$ cat src/rtl/vedic_pkg.sv
// Types and default widths shared by the divider and the 2x2 multiplier datapath.
package vedic_pkg;

   typedef enum logic [1:0] {
      ST_IDLE = 2'd0,
      ST_RUN  = 2'd1,
      ST_DONE = 2'd2
   } state_t;

   // Divider defaults invert the multiplier: 4-bit product, 2-bit operands.
   localparam int DW_DEF = 4;
   localparam int VW_DEF = 2;

endpackage

$ cat src/rtl/vedic_divider_div_step.sv
// One combinational restoring-division step built on a ripple full_add chain,
// the same adder cell the multiplier uses.
module full_add (
   input  logic a,
   input  logic b,
   input  logic cin,
   output logic s,
   output logic cout
);
   assign s    = a ^ b ^ cin;
   assign cout = (a & b) | (cin & (a ^ b));
endmodule

module div_step #(
   parameter int VW = 2
) (
   input  logic [VW-1:0] pr_in,
   input  logic          bit_in,
   input  logic [VW-1:0] divisor,
   output logic [VW-1:0] pr_out,
   output logic          q_bit
);
   logic [VW:0]   shifted;
   logic [VW:0]   sub_b;
   logic [VW:0]   diff;
   logic [VW+1:0] carry;

   assign shifted  = {pr_in, bit_in};
   assign sub_b    = ~{1'b0, divisor};
   assign carry[0] = 1'b1;

   for (genvar i = 0; i <= VW; i++) begin : g_fa
      full_add u_fa (
         .a    (shifted[i]),
         .b    (sub_b[i]),
         .cin  (carry[i]),
         .s    (diff[i]),
         .cout (carry[i+1])
      );
   end

   // No borrow means shifted >= divisor; the difference is then below divisor, so its MSB is clear.
   assign q_bit  = carry[VW+1] & ~diff[VW];
   assign pr_out = q_bit ? diff[VW-1:0] : shifted[VW-1:0];

endmodule

$ cat src/rtl/vedic_divider.sv
// Sequential restoring divider, one quotient bit per clock, valid/ready on both sides.
//   state   | meaning
//   ST_IDLE | in_ready high, waiting for an operand pair
//   ST_RUN  | one restoring step per clock, MSB first, DW steps
//   ST_DONE | result held; out_valid high until out_ready
module vedic_divider
   import vedic_pkg::*;
#(
   parameter int DW = DW_DEF,
   parameter int VW = VW_DEF
) (
   input  logic          clk,
   input  logic          rst_n,
   input  logic          in_valid,
   output logic          in_ready,
   input  logic [DW-1:0] dividend,
   input  logic [VW-1:0] divisor,
   output logic          out_valid,
   input  logic          out_ready,
   output logic [DW-1:0] quotient,
   output logic [VW-1:0] remainder,
   output logic          div_zero
);
   localparam int CW = (DW > 1) ? $clog2(DW) : 1;
   localparam logic [CW-1:0] CNT_LAST = CW'(DW - 1);

   state_t        state_q, state_d;
   logic [DW-1:0] quot_q,  quot_d;
   logic [VW-1:0] pr_q,    pr_d;
   logic [VW-1:0] dvs_q,   dvs_d;
   logic [CW-1:0] cnt_q,   cnt_d;
   logic          dz_q,    dz_d;
   logic          hold_q,  hold_d;

   logic [VW-1:0] step_pr;
   logic          step_bit;

   div_step #(.VW(VW)) u_step (
      .pr_in   (pr_q),
      .bit_in  (quot_q[DW-1]),
      .divisor (dvs_q),
      .pr_out  (step_pr),
      .q_bit   (step_bit)
   );

   assign in_ready  = (state_q == ST_IDLE);
   // A zero-divisor result waits one cycle in DONE so it appears one cycle after accept.
   assign out_valid = (state_q == ST_DONE) && !hold_q;
   assign quotient  = quot_q;
   assign remainder = pr_q;
   assign div_zero  = dz_q;

   always_comb begin
      state_d = state_q;
      quot_d  = quot_q;
      pr_d    = pr_q;
      dvs_d   = dvs_q;
      cnt_d   = cnt_q;
      dz_d    = dz_q;
      hold_d  = hold_q;
      case (state_q)
         ST_IDLE: begin
            if (in_valid) begin
               dvs_d = divisor;
               cnt_d = '0;
               pr_d  = '0;
               if (divisor == '0) begin
                  quot_d  = '1;
                  dz_d    = 1'b1;
                  hold_d  = 1'b1;
                  state_d = ST_DONE;
               end else begin
                  quot_d  = dividend;
                  dz_d    = 1'b0;
                  state_d = ST_RUN;
               end
            end
         end
         ST_RUN: begin
            pr_d   = step_pr;
            quot_d = {quot_q[DW-2:0], step_bit};
            cnt_d  = cnt_q + 1'b1;
            if (cnt_q == CNT_LAST) begin
               state_d = ST_DONE;
            end
         end
         ST_DONE: begin
            hold_d = 1'b0;
            if (out_valid && out_ready) begin
               state_d = ST_IDLE;
            end
         end
         default: begin
            state_d = ST_IDLE;
         end
      endcase
   end

   always_ff @(posedge clk or negedge rst_n) begin
      if (!rst_n) begin
         state_q <= ST_IDLE;
         quot_q  <= '0;
         pr_q    <= '0;
         dvs_q   <= '0;
         cnt_q   <= '0;
         dz_q    <= 1'b0;
         hold_q  <= 1'b0;
      end else begin
         state_q <= state_d;
         quot_q  <= quot_d;
         pr_q    <= pr_d;
         dvs_q   <= dvs_d;
         cnt_q   <= cnt_d;
         dz_q    <= dz_d;
         hold_q  <= hold_d;
      end
   end

endmodule

$ cat config.mk
export PLATFORM = sky130hd
export DESIGN_NAME = vedic_divider
export DESIGN_NICKNAME = d
export VERILOG_FILES = /design/src/rtl/vedic_pkg.sv /design/src/rtl/vedic_divider_div_step.sv /design/src/rtl/vedic_divider.sv
export SDC_FILE = /design/constraint.sdc
export NUM_CORES = 1
export LEC_CHECK = 0
export CORE_MARGIN = 2
export CORE_UTILIZATION = 30
export CTS_BUF_LIST = sky130_fd_sc_hd__clkbuf_4
export DETAILED_ROUTE_END_ITERATION = 8
export PLACE_DENSITY_LB_ADDON = 0.25
export SLEW_MARGIN = 0
export SYNTH_ARGS = -nofsm -noshare
export SYNTH_HDL_FRONTEND = slang
export SYNTH_SLANG_ARGS = --single-unit
$ cat constraint.sdc
create_clock -name clk -period 1.9 [get_ports clk]
set_clock_uncertainty 0.2 [all_clocks]
set_input_delay 0.38 -clock clk [delete_from_list [all_inputs] [get_ports clk]]
set_output_delay 0.38 -clock clk [all_outputs]
set_load 0.02 [all_outputs]
==> out/results.ini <==
[power_and_ir_drop]
leakagePower_nw=0.488
pwr_density_cell_nw_per_um2=1650
peakVddDrop_mv=0.735

[yosys]
synth_edf_count=0
synthArstFlopShare_pct=100
synth_nets=95
synth.avg_cell_area_um2=9.29
postSynthCellCount=82
ys_ff_latch=14
seq_area_frac_synth_pct=46.0
ys_top_cells_by_area=dfrtp_1 (46%), nand2_1 (7.4%), ha_1 (3.3%)
syn-cell-area_um2=762
yosys_warnings=0
synth.distinct_cells=29
netlist.area_leader.share_pct=46.0
yosys.area.top_type=dfrtp_1
yosys_most_used_dff=dfrtp_1

[outcome]
status=finished clean

[hold_path]
hold_class=primary input to async pin

[global_route]
grt_use_total_pct=13.2
grt_pass1_wl_um=2680
grt_overflow=0
grt_pass1_vias=592
grt_start_max_net_pins=15
antenna_found_initial=0

[sta]
rsz0062_at_grt=true
tns_ns=0
max_slew.worst_pin.slew_ns=0.474
fmax_mhz=542
fin_crit_ns=1.85
worst_slack_ns=0.0548
hold_violations=0
slew_viol_final=0
setup_viol=0
slew_headroom_pct=68.4
min_period_over_period_pct=97.1

[cells_and_area]
seqCellArea_um2=350
final_nets=120
area_growth_pct=35.6
multi_input_area_um2=357
layout_common_cells=nand2_1 (15), dfrtp_1 (14), clkdlybuf4s50_1 (11)
fill_cells=250
n_antenna_cell=0
drive_above_1_share_pct=17.1
final_cells=135
postLayoutCellArea_um2=1030
final_common_cell=nand2_1

[route]
wl_per_cell_um=12.0
vias=627
detail-route-antenna-nets=0
vias_per_cell=4.64
drc_errors=0
drt_wl_total_um=1620
drt_iter0_markers=14
drt_pass1_iterations=3

[setup_path]
critPathMaxStageDelay_ns=0.61
cp-start-kind=register
worstPathCellList=clkdlybuf4s50_1
critical_path_buf_inv_count=1
cp.required_ns=1.32
worstPathArrival_ns=1.27
critPathSlowestCell=clkdlybuf4s50_1
crit_path_end_kind=output pin
crit_type=register to output pin
crit_family=buffers and inverters
path_max_fanout=3

[clocking]
worstSkewPairLatency_ns=0.28
post-cts-setup-buffer-count=0
cts_buffers=3
cts_buffer_depth=2
htreeDepth=1
cts_tree=done
path_clk_slew_ns=0.08
root_buffer=clkbuf_4
cts.sinks=14

[floorplanning]
start_util_pct=31.3
die_w_um=54.4
rows=18
core-area_um2=2430
dieArea_um2=2960
io_pins=19
dieHeight_um=54.4

[placement]
place_congestion=0.710
dp_slack_ns=-0.0243
port_buffers=18
placedCellCount=132
place_hpwl_um=1200
dpl_cell_area_um2=995

[flow_run]
cap_violations=0

-- area by class of cell --
class / instances / area share, %
clock buffer: 3 / 2.18
inverter: 4 / 1.45
multi-input combinational: 57 / 34.5
sequential: 14 / 33.9
tap: 30 / 3.63
timing repair buffer: 27 / 24.3
-- state kept, by name, indices dropped and copies added, names as in the netlist --
register and cells:
quotient 4, div_zero 1, cnt_q 2, dvs_q 2
remainder 2, state_q 2, hold_q 1
-- report_power, final --
part	internal, W	leakage, nW	total (W)	switching (W)
Clock	0.0000735	0.0138	0.000165	0.0000918
Combinational	0.000480	0.305	0.000996	0.000516
Sequential	0.000441	0.169	0.000546	0.000105
-- synth_stat cells, types with 2 or more instances --
| library cell | instances |
|---|---|
| nand2_1 | 15 |
| dfrtp_1 | 14 |
| nor2_1 | 5 |
| o21ai_0 | 5 |
| a21oi_1 | 4 |
| inv_1 | 4 |
| nand3_1 | 4 |
| buf_4 | 3 |
| nor3_1 | 3 |
| buf_6 | 2 |
| clkbuf_1 | 2 |
| ha_1 | 2 |
| nor3b_1 | 2 |
| o22ai_1 | 2 |
-- what timing repair did --
item | CTS | global route
pin swaps | 0 | 0
gates resized for setup | 4 | 6
hold buffers | 0 | 0
endpoints found under the setup margin | 5 | 7
-- logic make-up after synthesis --
group           count (synthesis)  synth area share [%]
buf+inv                        11                  8.87
xor+xnor                        1                  1.15
fa+ha+maj                       3                  5.91
mux                             1                  1.31
flops                          14                  46.0
simple gates                   37                  25.1
compound gates                 15                  11.7
-- worst paths after layout --
path / start / to / slack [ns] / cells past startpoint
min in group clk: div_zero$_DFFE_PN0P_ / div_zero$_DFFE_PN0P_ / 0.29 / 2
setup reg to reg: quotient[3]$_DFFE_PN0P_ / remainder[0]$_DFFE_PN0P_ / 0.06 / 7
setup / recovery: quotient[1]$_DFFE_PN0P_ / quotient[1] / 0.05 / 1
hold / removal: rst_n / state_q[0]$_DFFE_PN0P_ / 0.21 / 2
max in group asynchronous: rst_n / state_q[1]$_DFFE_PN0P_ / 1.12 / 2
hold reg to reg: div_zero$_DFFE_PN0P_ / div_zero$_DFFE_PN0P_ / 0.29 / 2
-- through the flow --
step | hold slack, ns | total power [W] | utilization [%]
final | 0.208 | 0.00171 | 42.5
after global routing | 0.214 | 0.00187 | 42.5
after CTS | 0.213 | 0.00170 | 41.6
after detailed placement | 0.268 | 0.00155 | 40.9
after global placement | 0.283 | 0.00155 | 40.9
after floorplan | -0.116 | 0.00121 | -
-- per-layer routing --
metal  part of all wire, %  up-vias  global-route usage (%)
met1                    49      291                    17.7
met5                     0        -                       0
met4                   1.2        0                    5.00
li1                      -      323                       -
met2                    44       11                    18.7
met3                   4.9        2                    5.74
No activity file was read; power rests on OpenSTA's default activity.
